$ cat src/rtl/sn_reg_file.sv
// Bus-side register file and timebase for the SN76489-compatible PSG core.
// Decodes latch/data host bytes into tone, attenuation and noise registers, and runs READY and tone_clk.
module sn_reg_file #(
   parameter int PRESCALE    = 16,
   parameter int BUSY_CYCLES = 32
) (
   input  logic       clk,
   input  logic       rst,
   input  logic       wr_n,
   input  logic [7:0] data,
   output logic       ready,
   output logic       tone_clk,
   output logic [9:0] freq0,
   output logic [9:0] freq1,
   output logic [9:0] freq2,
   output logic [3:0] att0,
   output logic [3:0] att1,
   output logic [3:0] att2,
   output logic [3:0] att3,
   output logic [2:0] noise_ctrl,
   output logic       noise_rst
);

   localparam int PW = $clog2(PRESCALE);
   localparam int BW = $clog2(BUSY_CYCLES + 1);

   logic [PW-1:0] pre_cnt;
   logic [BW-1:0] busy_cnt;
   logic          wr_n_q;
   logic [2:0]    ptr;
   logic          accept;
   logic          is_latch;
   logic [2:0]    tgt;

   // Free-running prescaler; the enable is decoded straight from the count.
   always_ff @(posedge clk or posedge rst) begin
      if (rst) begin
         pre_cnt <= '0;
      end else if (pre_cnt == PW'(PRESCALE - 1)) begin
         pre_cnt <= '0;
      end else begin
         pre_cnt <= pre_cnt + 1'b1;
      end
   end

   assign tone_clk = (pre_cnt == PW'(PRESCALE - 1));

   // A write is a falling edge of wr_n seen while idle.
   assign accept   = !wr_n && wr_n_q && ready;
   assign is_latch = data[7];
   assign tgt      = is_latch ? data[6:4] : ptr;

   always_ff @(posedge clk or posedge rst) begin
      if (rst) begin
         wr_n_q   <= 1'b1;
         ready    <= 1'b1;
         busy_cnt <= '0;
      end else begin
         wr_n_q <= wr_n;
         if (accept) begin
            ready    <= 1'b0;
            busy_cnt <= BW'(BUSY_CYCLES);
         end else if (busy_cnt != '0) begin
            busy_cnt <= busy_cnt - 1'b1;
            ready    <= (busy_cnt == BW'(1));
         end
      end
   end

   // Target is {channel, type}: type 1 selects attenuation, channel 3 type 0 is noise.
   always_ff @(posedge clk or posedge rst) begin
      if (rst) begin
         ptr        <= 3'b000;
         freq0      <= '0;
         freq1      <= '0;
         freq2      <= '0;
         att0       <= 4'hF;
         att1       <= 4'hF;
         att2       <= 4'hF;
         att3       <= 4'hF;
         noise_ctrl <= '0;
         noise_rst  <= 1'b0;
      end else begin
         noise_rst <= 1'b0;
         if (accept) begin
            if (is_latch) begin
               ptr <= data[6:4];
            end
            if (tgt[0]) begin
               case (tgt[2:1])
                  2'd0: att0 <= data[3:0];
                  2'd1: att1 <= data[3:0];
                  2'd2: att2 <= data[3:0];
                  2'd3: att3 <= data[3:0];
               endcase
            end else begin
               case (tgt[2:1])
                  2'd0: if (is_latch) freq0[3:0] <= data[3:0]; else freq0[9:4] <= data[5:0];
                  2'd1: if (is_latch) freq1[3:0] <= data[3:0]; else freq1[9:4] <= data[5:0];
                  2'd2: if (is_latch) freq2[3:0] <= data[3:0]; else freq2[9:4] <= data[5:0];
                  2'd3: begin
                     noise_ctrl <= data[2:0];
                     noise_rst  <= 1'b1;
                  end
               endcase
            end
         end
      end
   end

endmodule

$ cat config.mk
export PLATFORM = sky130hd
export DESIGN_NAME = sn_reg_file
export DESIGN_NICKNAME = d
export VERILOG_FILES = /design/src/rtl/sn_reg_file.sv
export SDC_FILE = /design/constraint.sdc
export NUM_CORES = 1
export LEC_CHECK = 0
export CAP_MARGIN = 30
export CORE_UTILIZATION = 45
export DETAILED_ROUTE_END_ITERATION = 6
export GPL_TIMING_DRIVEN = 0
export PLACE_DENSITY = 0.74
export SLEW_MARGIN = 20
export SYNTH_ARGS = -nofsm -noshare
export SYNTH_HDL_FRONTEND = slang
export SYNTH_SLANG_ARGS = --single-unit
export TNS_END_PERCENT = 5
$ cat constraint.sdc
create_clock -name clk -period 1.7 [get_ports clk]
set_input_delay 0.255 -clock clk [delete_from_list [all_inputs] [get_ports clk]]
set_output_delay 0.255 -clock clk [all_outputs]
set_load 0.1 [all_outputs]
==> results_dict.tcl, run 1 <==
set metrics [dict create \
    timing.hold.ws_ns 0.2682 \
    cts_tree "done" \
    portBuffers 60 \
    yosys_warnings 0 \
    nNetsFinal 281 \
    grt_pass1_wl_um 9080 \
    ys_ff_latch 65 \
    fmax_mhz 566.8 \
    cts_max_path_buffers 2 \
    tightest_slew_ns 0.6331 \
    wire_per_inst_um 16.45 \
    die-height_um 80.83 \
    setup_violations 19 \
    finalCriticalPeriod_ns 1.764 \
    cts-root-buf "clkbuf_8" \
    routed_wl_um 5691 \
    post-dp-hpwl_um 3718 \
    gr-usage-all-layers_pct 19.31 \
    syn-cell-area_um2 2796 \
    grt-ovfl-total 0 \
    ant_nets 0 \
    fin_ws_ns -0.06436 \
    grt_start_max_net_pins 35 \
    dpl_worst_slack_ns -0.5653 \
    grt_pass1_vias 1761 \
    drcViolationCount 0 \
    layout_common_cells "dfrtp_1, mux2_2, clkdlybuf4s15_2" \
    cp.arrival_ns 2.04 \
    critPathKind "flip-flop to flip-flop" \
    die_w_um 80.83 \
    placed_area_um2 3526 \
    status "finished with violations" \
    layout-drive-gt1-share_pct 59.78 \
    grt_setup_unrepaired "true" \
    peakVddDrop_mv 0.7859 \
    async_reset_ff_share_pct 100.0 \
    drt_iter0_markers 95 \
    final_common_cell "dfrtp_1" \
    powerDensity_nw_per_um2 1296 \
    fin_skew_ns 0.005546 \
    min_path_type "input port to async pin" \
    syn_nets 203 \
    start_kind "flip-flop" \
    routed_via_density 5.240 \
    syn_inst 188 \
    path_clk_slew_ns 0.07 \
    antenna_found_initial 0 \
    synth_edf_count 0 \
    slew_headroom_pct 57.79 \
    die-area_um2 6533 \
    total_power_uw 4958 \
    htreeDepth 3 \
    firstDrtPassIters 4 \
    drv_cap 0 \
    crit_required_ns 1.97 \
    num_rows 28 \
    place.gp.congestion 0.8233 \
    antennaDiodeCount 0 \
    synth_top_flop_cell "dfrtp_1" \
    finalInstanceArea_um2 3826 \
    synth_seq_area_share_pct 58.97 \
    numCtsBuffers 9 \
    coreArea_um2 5956 \
    synth_cell_type_count 36 \
    slew_violations 0 \
    fin_crit_sh_pct 103.8 \
    route.vias.total 1813 \
    syn_to_final_growth_pct 36.82 \
    p_leak_uw 0.001727 \
    cp-startpoint "ready$_DFFE_PP1P_" \
    cp_max_fo 4 \
    hold_viol 0 \
    endpoint_kind "flip-flop" \
    initial_utilization_pct 46.95 \
    clk_latency_ns 0.34 \
    timing.rr.start "ready$_DFFE_PP1P_" \
    clock-sinks 65 \
    io_pins 63 \
    syn_area_per_cell_um2 14.87 \
    violations "setup timing" \
    finalSetupTns_ns -0.6391 \
]
## power by group
part	internal, µW	leakage, µW	switching [µW]
clock network	646	0.0000984	582
logic	489	0.000807	1250
registers	1790	0.000822	194
total	2930	0.00173	2030
## synthesized netlist by cell type (all sizes together) (2+ instances only)
library cell	n	area (µm²)
inv	4	15.01
dfstp	18	473.0
buf	4	37.53
nand2	3	11.26
nor4b	2	47.55
nor3	2	10.01
nor2	3	11.26
a21oi	3	15.01
ha	4	50.05
nand2b	2	12.51
clkbuf	5	18.77
o21ai	9	45.04
nor4	5	76.32
o31ai	2	15.01
nand4	6	43.79
dfrtp	47	1176
mux2	51	574.3
nor2b	2	12.51
mux2i	4	56.30
## critical path, cell delays in order, from the launching register on
cell and delay (ns):
dfstp_4 0.64, nand3b_4 0.09, buf_4 0.18, nor4_4 0.27, buf_4 0.18, mux2_2 0.33
## area by class of cell
cell class	count	area, µm²
fillers	486	2130
flip-flops and latches	65	1654
clock inverters	4	26.28
well taps	75	93.84
inverters	4	17.52
repair buffers	68	694.4
multi-input cells	110	1117
plain buffers	8	57.56
clock buffers	12	165.2
## layer usage
layer	wire (µm)	global-route usage, %	vias up
li1	-	-	838
met1	2592	26.14	923
met2	2752	28.40	41
met3	245	4.719	11
met4	101	10.71	0
met5	0	0	-
## registers in the layout, indices dropped and copies added (netlist names)
signal,cells
att2,4
att1,4
noise_rst,1
busy_cnt,6
att0,4
att3,4
pre_cnt,4
freq2,10
freq0,10
freq1,10
wr_n_q,1
noise_ctrl,3
ptr,3
ready,1
## stage by stage
step                      util (%)  cells
final                        64.24    346
after global routing         64.24    346
after CTS                    63.66    341
after detailed placement     59.20    324
after global placement       58.82    323
after floorplan                  -    188
## cell families after synthesis
group | after synthesis | synth area share (%)
AND/OR/NAND/NOR | 32 | 9.933
adder cells (fa/ha/maj) | 4 | 1.790
AO/OA/AOI/OAI | 17 | 3.579
flip-flops | 65 | 58.97
XOR/XNOR | 2 | 0.6265
buffers and inverters | 13 | 2.550
multiplexers | 55 | 22.55
## timing repair
| action | in CTS | in global routing |
|---|---|---|
| hold buffers | 0 | 0 |
| setup buffers | 2 | 5 |
| gates resized for setup | 171 | 31 |
| endpoints found under the setup margin | 102 | 59 |
| pin swaps | 6 | 5 |
## final timing paths
check                                       endpoint  slack [ns]  depth (start not counted)
worst min register to register     ready$_DFFE_PP1P_        0.46                          1
max in group asynchronous        att2[3]$_DFFE_PP1P_        0.86                          3
worst min-delay path            pre_cnt[3]$_DFF_PP0_        0.27                          2
worst max register to register   att1[1]$_DFFE_PP1P_       -0.06                          5
worst max-delay path             att1[1]$_DFFE_PP1P_       -0.06                          5
min in group clk                 noise_rst$_DFF_PP0_        0.38                          3
No activity file was read; power rests on OpenSTA's default activity.
==> inputs of run 2 (changes only) <==
Settings changed: CTS_CLUSTER_DIAMETER set to 80, PLACE_DENSITY 0.74 to 0.78.
==> run 2 against run 1 <==
The flow still finishes with violations (setup timing); cell count stayed put; clock power hardly changed; first-iteration DRC count is 51% lower; design area is 0.36% higher; total power hardly changed; utilization is 0.23 points higher; combinational power hardly changed; sequential power hardly changed; register-to-register slack better by 0.02 ns; die area stayed put; routed wire length is 0.32% lower; critical path type unchanged; highest routed layer unchanged.
==> results_dict.tcl, run 2 (synthesis gave the netlist of run 1 again) <==
set metrics [dict create \
    gr-usage-all-layers_pct 18.96 \
    cts-root-buf "clkbuf_8" \
    status "finished with violations" \
    layout_common_cells "dfrtp_1, mux2_2, clkdlybuf4s15_2" \
    crit_required_ns 1.93 \
    fin_ws_ns -0.04072 \
    route.vias.total 1800 \
    cts_tree "done" \
    post-dp-hpwl_um 3910 \
    placed_cells 324 \
    numCtsBuffers 9 \
    drcViolationCount 0 \
    dpl_worst_slack_ns -0.5452 \
    r2r_slack_ns -0.04 \
    powerDensity_nw_per_um2 1291 \
    timing.hold.ws_ns 0.2587 \
    coreArea_um2 5956 \
    htreeDepth 3 \
    slew_violations 0 \
    finalCriticalPeriod_ns 1.741 \
    syn_to_final_growth_pct 37.32 \
    fin_skew_ns 0.007478 \
    grt_pass1_vias 1705 \
    die-area_um2 6533 \
    timing.rr.start "ready$_DFFE_PP1P_" \
    grt_start_max_net_pins 42 \
    num_rows 28 \
    start_kind "flip-flop" \
    wire_per_inst_um 16.40 \
    final_common_cell "dfrtp_1" \
    routed_wl_um 5673 \
    grt-ovfl-total 0 \
    slew_headroom_pct 62.81 \
    fmax_mhz 574.5 \
    portBuffers 60 \
    r2r_cells 4 \
    endpoint_kind "flip-flop" \
    clk_latency_ns 0.34 \
    critPathKind "flip-flop to flip-flop" \
    violations "setup timing" \
    min_path_type "input port to async pin" \
    ant_nets 0 \
    cp_max_fo 4 \
    tightest_slew_ns 0.5605 \
    setup_violations 17 \
    p_leak_uw 0.001743 \
    die_w_um 80.83 \
    fin_crit_sh_pct 102.4 \
    grt_setup_unrepaired "true" \
    cp.arrival_ns 1.97 \
    layout-drive-gt1-share_pct 58.30 \
    hold_viol 0 \
    biggestRegsByFlops "freq0 x10, freq1 x10, freq2 x10" \
    drt_iter0_markers 47 \
    routed_via_density 5.202 \
    path_clk_slew_ns 0.07 \
    nNetsFinal 282 \
    cts_max_path_buffers 2 \
    final_util_pct 64.47 \
    firstDrtPassIters 4 \
    antenna_found_initial 0 \
    finalNonFillerCells 346 \
    r2r-end "noise_ctrl[0]$_DFFE_PP0P_" \
    drv_cap 0 \
    die-height_um 80.83 \
    clock-sinks 65 \
    peakVddDrop_mv 0.6859 \
    place.gp.congestion 0.8042 \
    grt_pass1_wl_um 8763 \
    initial_utilization_pct 46.95 \
    antennaDiodeCount 0 \
    io_pins 63 \
]
==> run 2: cell types whose count changed in the layout (fill, tap and decap cells not counted), moves of 2 or more <==
cell             previous run  this run
clkbuf_1                    3         6
clkbuf_8                   12         9
buf_4                       5         7
buf_6                       4         2
clkdlybuf4s15_2            35        37
clkdlybuf4s18_2             8         6
clkdlybuf4s50_1             8         6
dlymetal6s2s_1              0         2
==> run 2: power breakdown <==
part | switching, µW | total (µW) | internal [µW]
combinational | 1250 | 1750 | 501
sequential | 194 | 1990 | 1790
clock | 549 | 1220 | 668
total | 2000 | 4960 | 2960
==> run 2: critical path, cell delays in order, from the launching register on <==
cell and delay, ns:
dfstp_4 0.64, nand3b_4 0.11, buf_12 0.16, nor4_4 0.35, mux2_2 0.38
==> run 2: cell type report <==
type | instances | area (µm²)
Fill cell | 455 | 2116
Sequential cell | 65 | 1653
Multi-Input combinational cell | 110 | 1126
Timing Repair Buffer | 69 | 714.4
Clock buffer | 12 | 135.1
Tap cell | 75 | 93.84
Buffer | 8 | 57.56
Clock inverter | 3 | 42.54
Inverter | 4 | 17.52
==> run 2: timing repair <==
action | 4_1_cts | 5_1_grt
resized for setup | 173 | 25
setup buffers | 3 | 5
hold buffers | 0 | 0
setup endpoints to repair | 98 | 53
pin swaps | 5 | 4
==> run 2: worst max path at each step <==
stage	to	start	slack, ns
final	noise_ctrl[0]$_DFFE_PP0P_	ready$_DFFE_PP1P_	-0.04
after global routing	freq1[3]$_DFFE_PP0P_	ready$_DFFE_PP1P_	-0.09
after CTS	freq1[4]$_DFFE_PP0P_	ready$_DFFE_PP1P_	-0.17
after detailed placement	freq2[8]$_DFFE_PP0P_	wr_n	-0.55
after global placement	noise_rst$_DFF_PP0_	rst	-1.25
after floorplan	freq1[4]$_DFFE_PP0P_	ready$_DFFE_PP1P_	-0.33
==> run 2: through the flow <==
stage	power (µW)	setup TNS [ns]	cell area (µm²)
2_1_floorplan	3369	-16.85	2809
3_3_place_gp	3721	-93.15	3503
3_5_place_dp	3773	-24.09	3526
4_1_cts	4979	-1.228	3782
5_1_grt	5184	-2.056	3840
6_report	4958	-0.2685	3840
==> run 2: per-layer routing <==
metal	part of all wire (%)	GRT usage, %	vias to the layer above
met4	1.7	8.571	0
met5	0	0	-
met2	48	29.16	43
met3	4.5	5.506	9
met1	45	24.78	915
li1	-	-	833
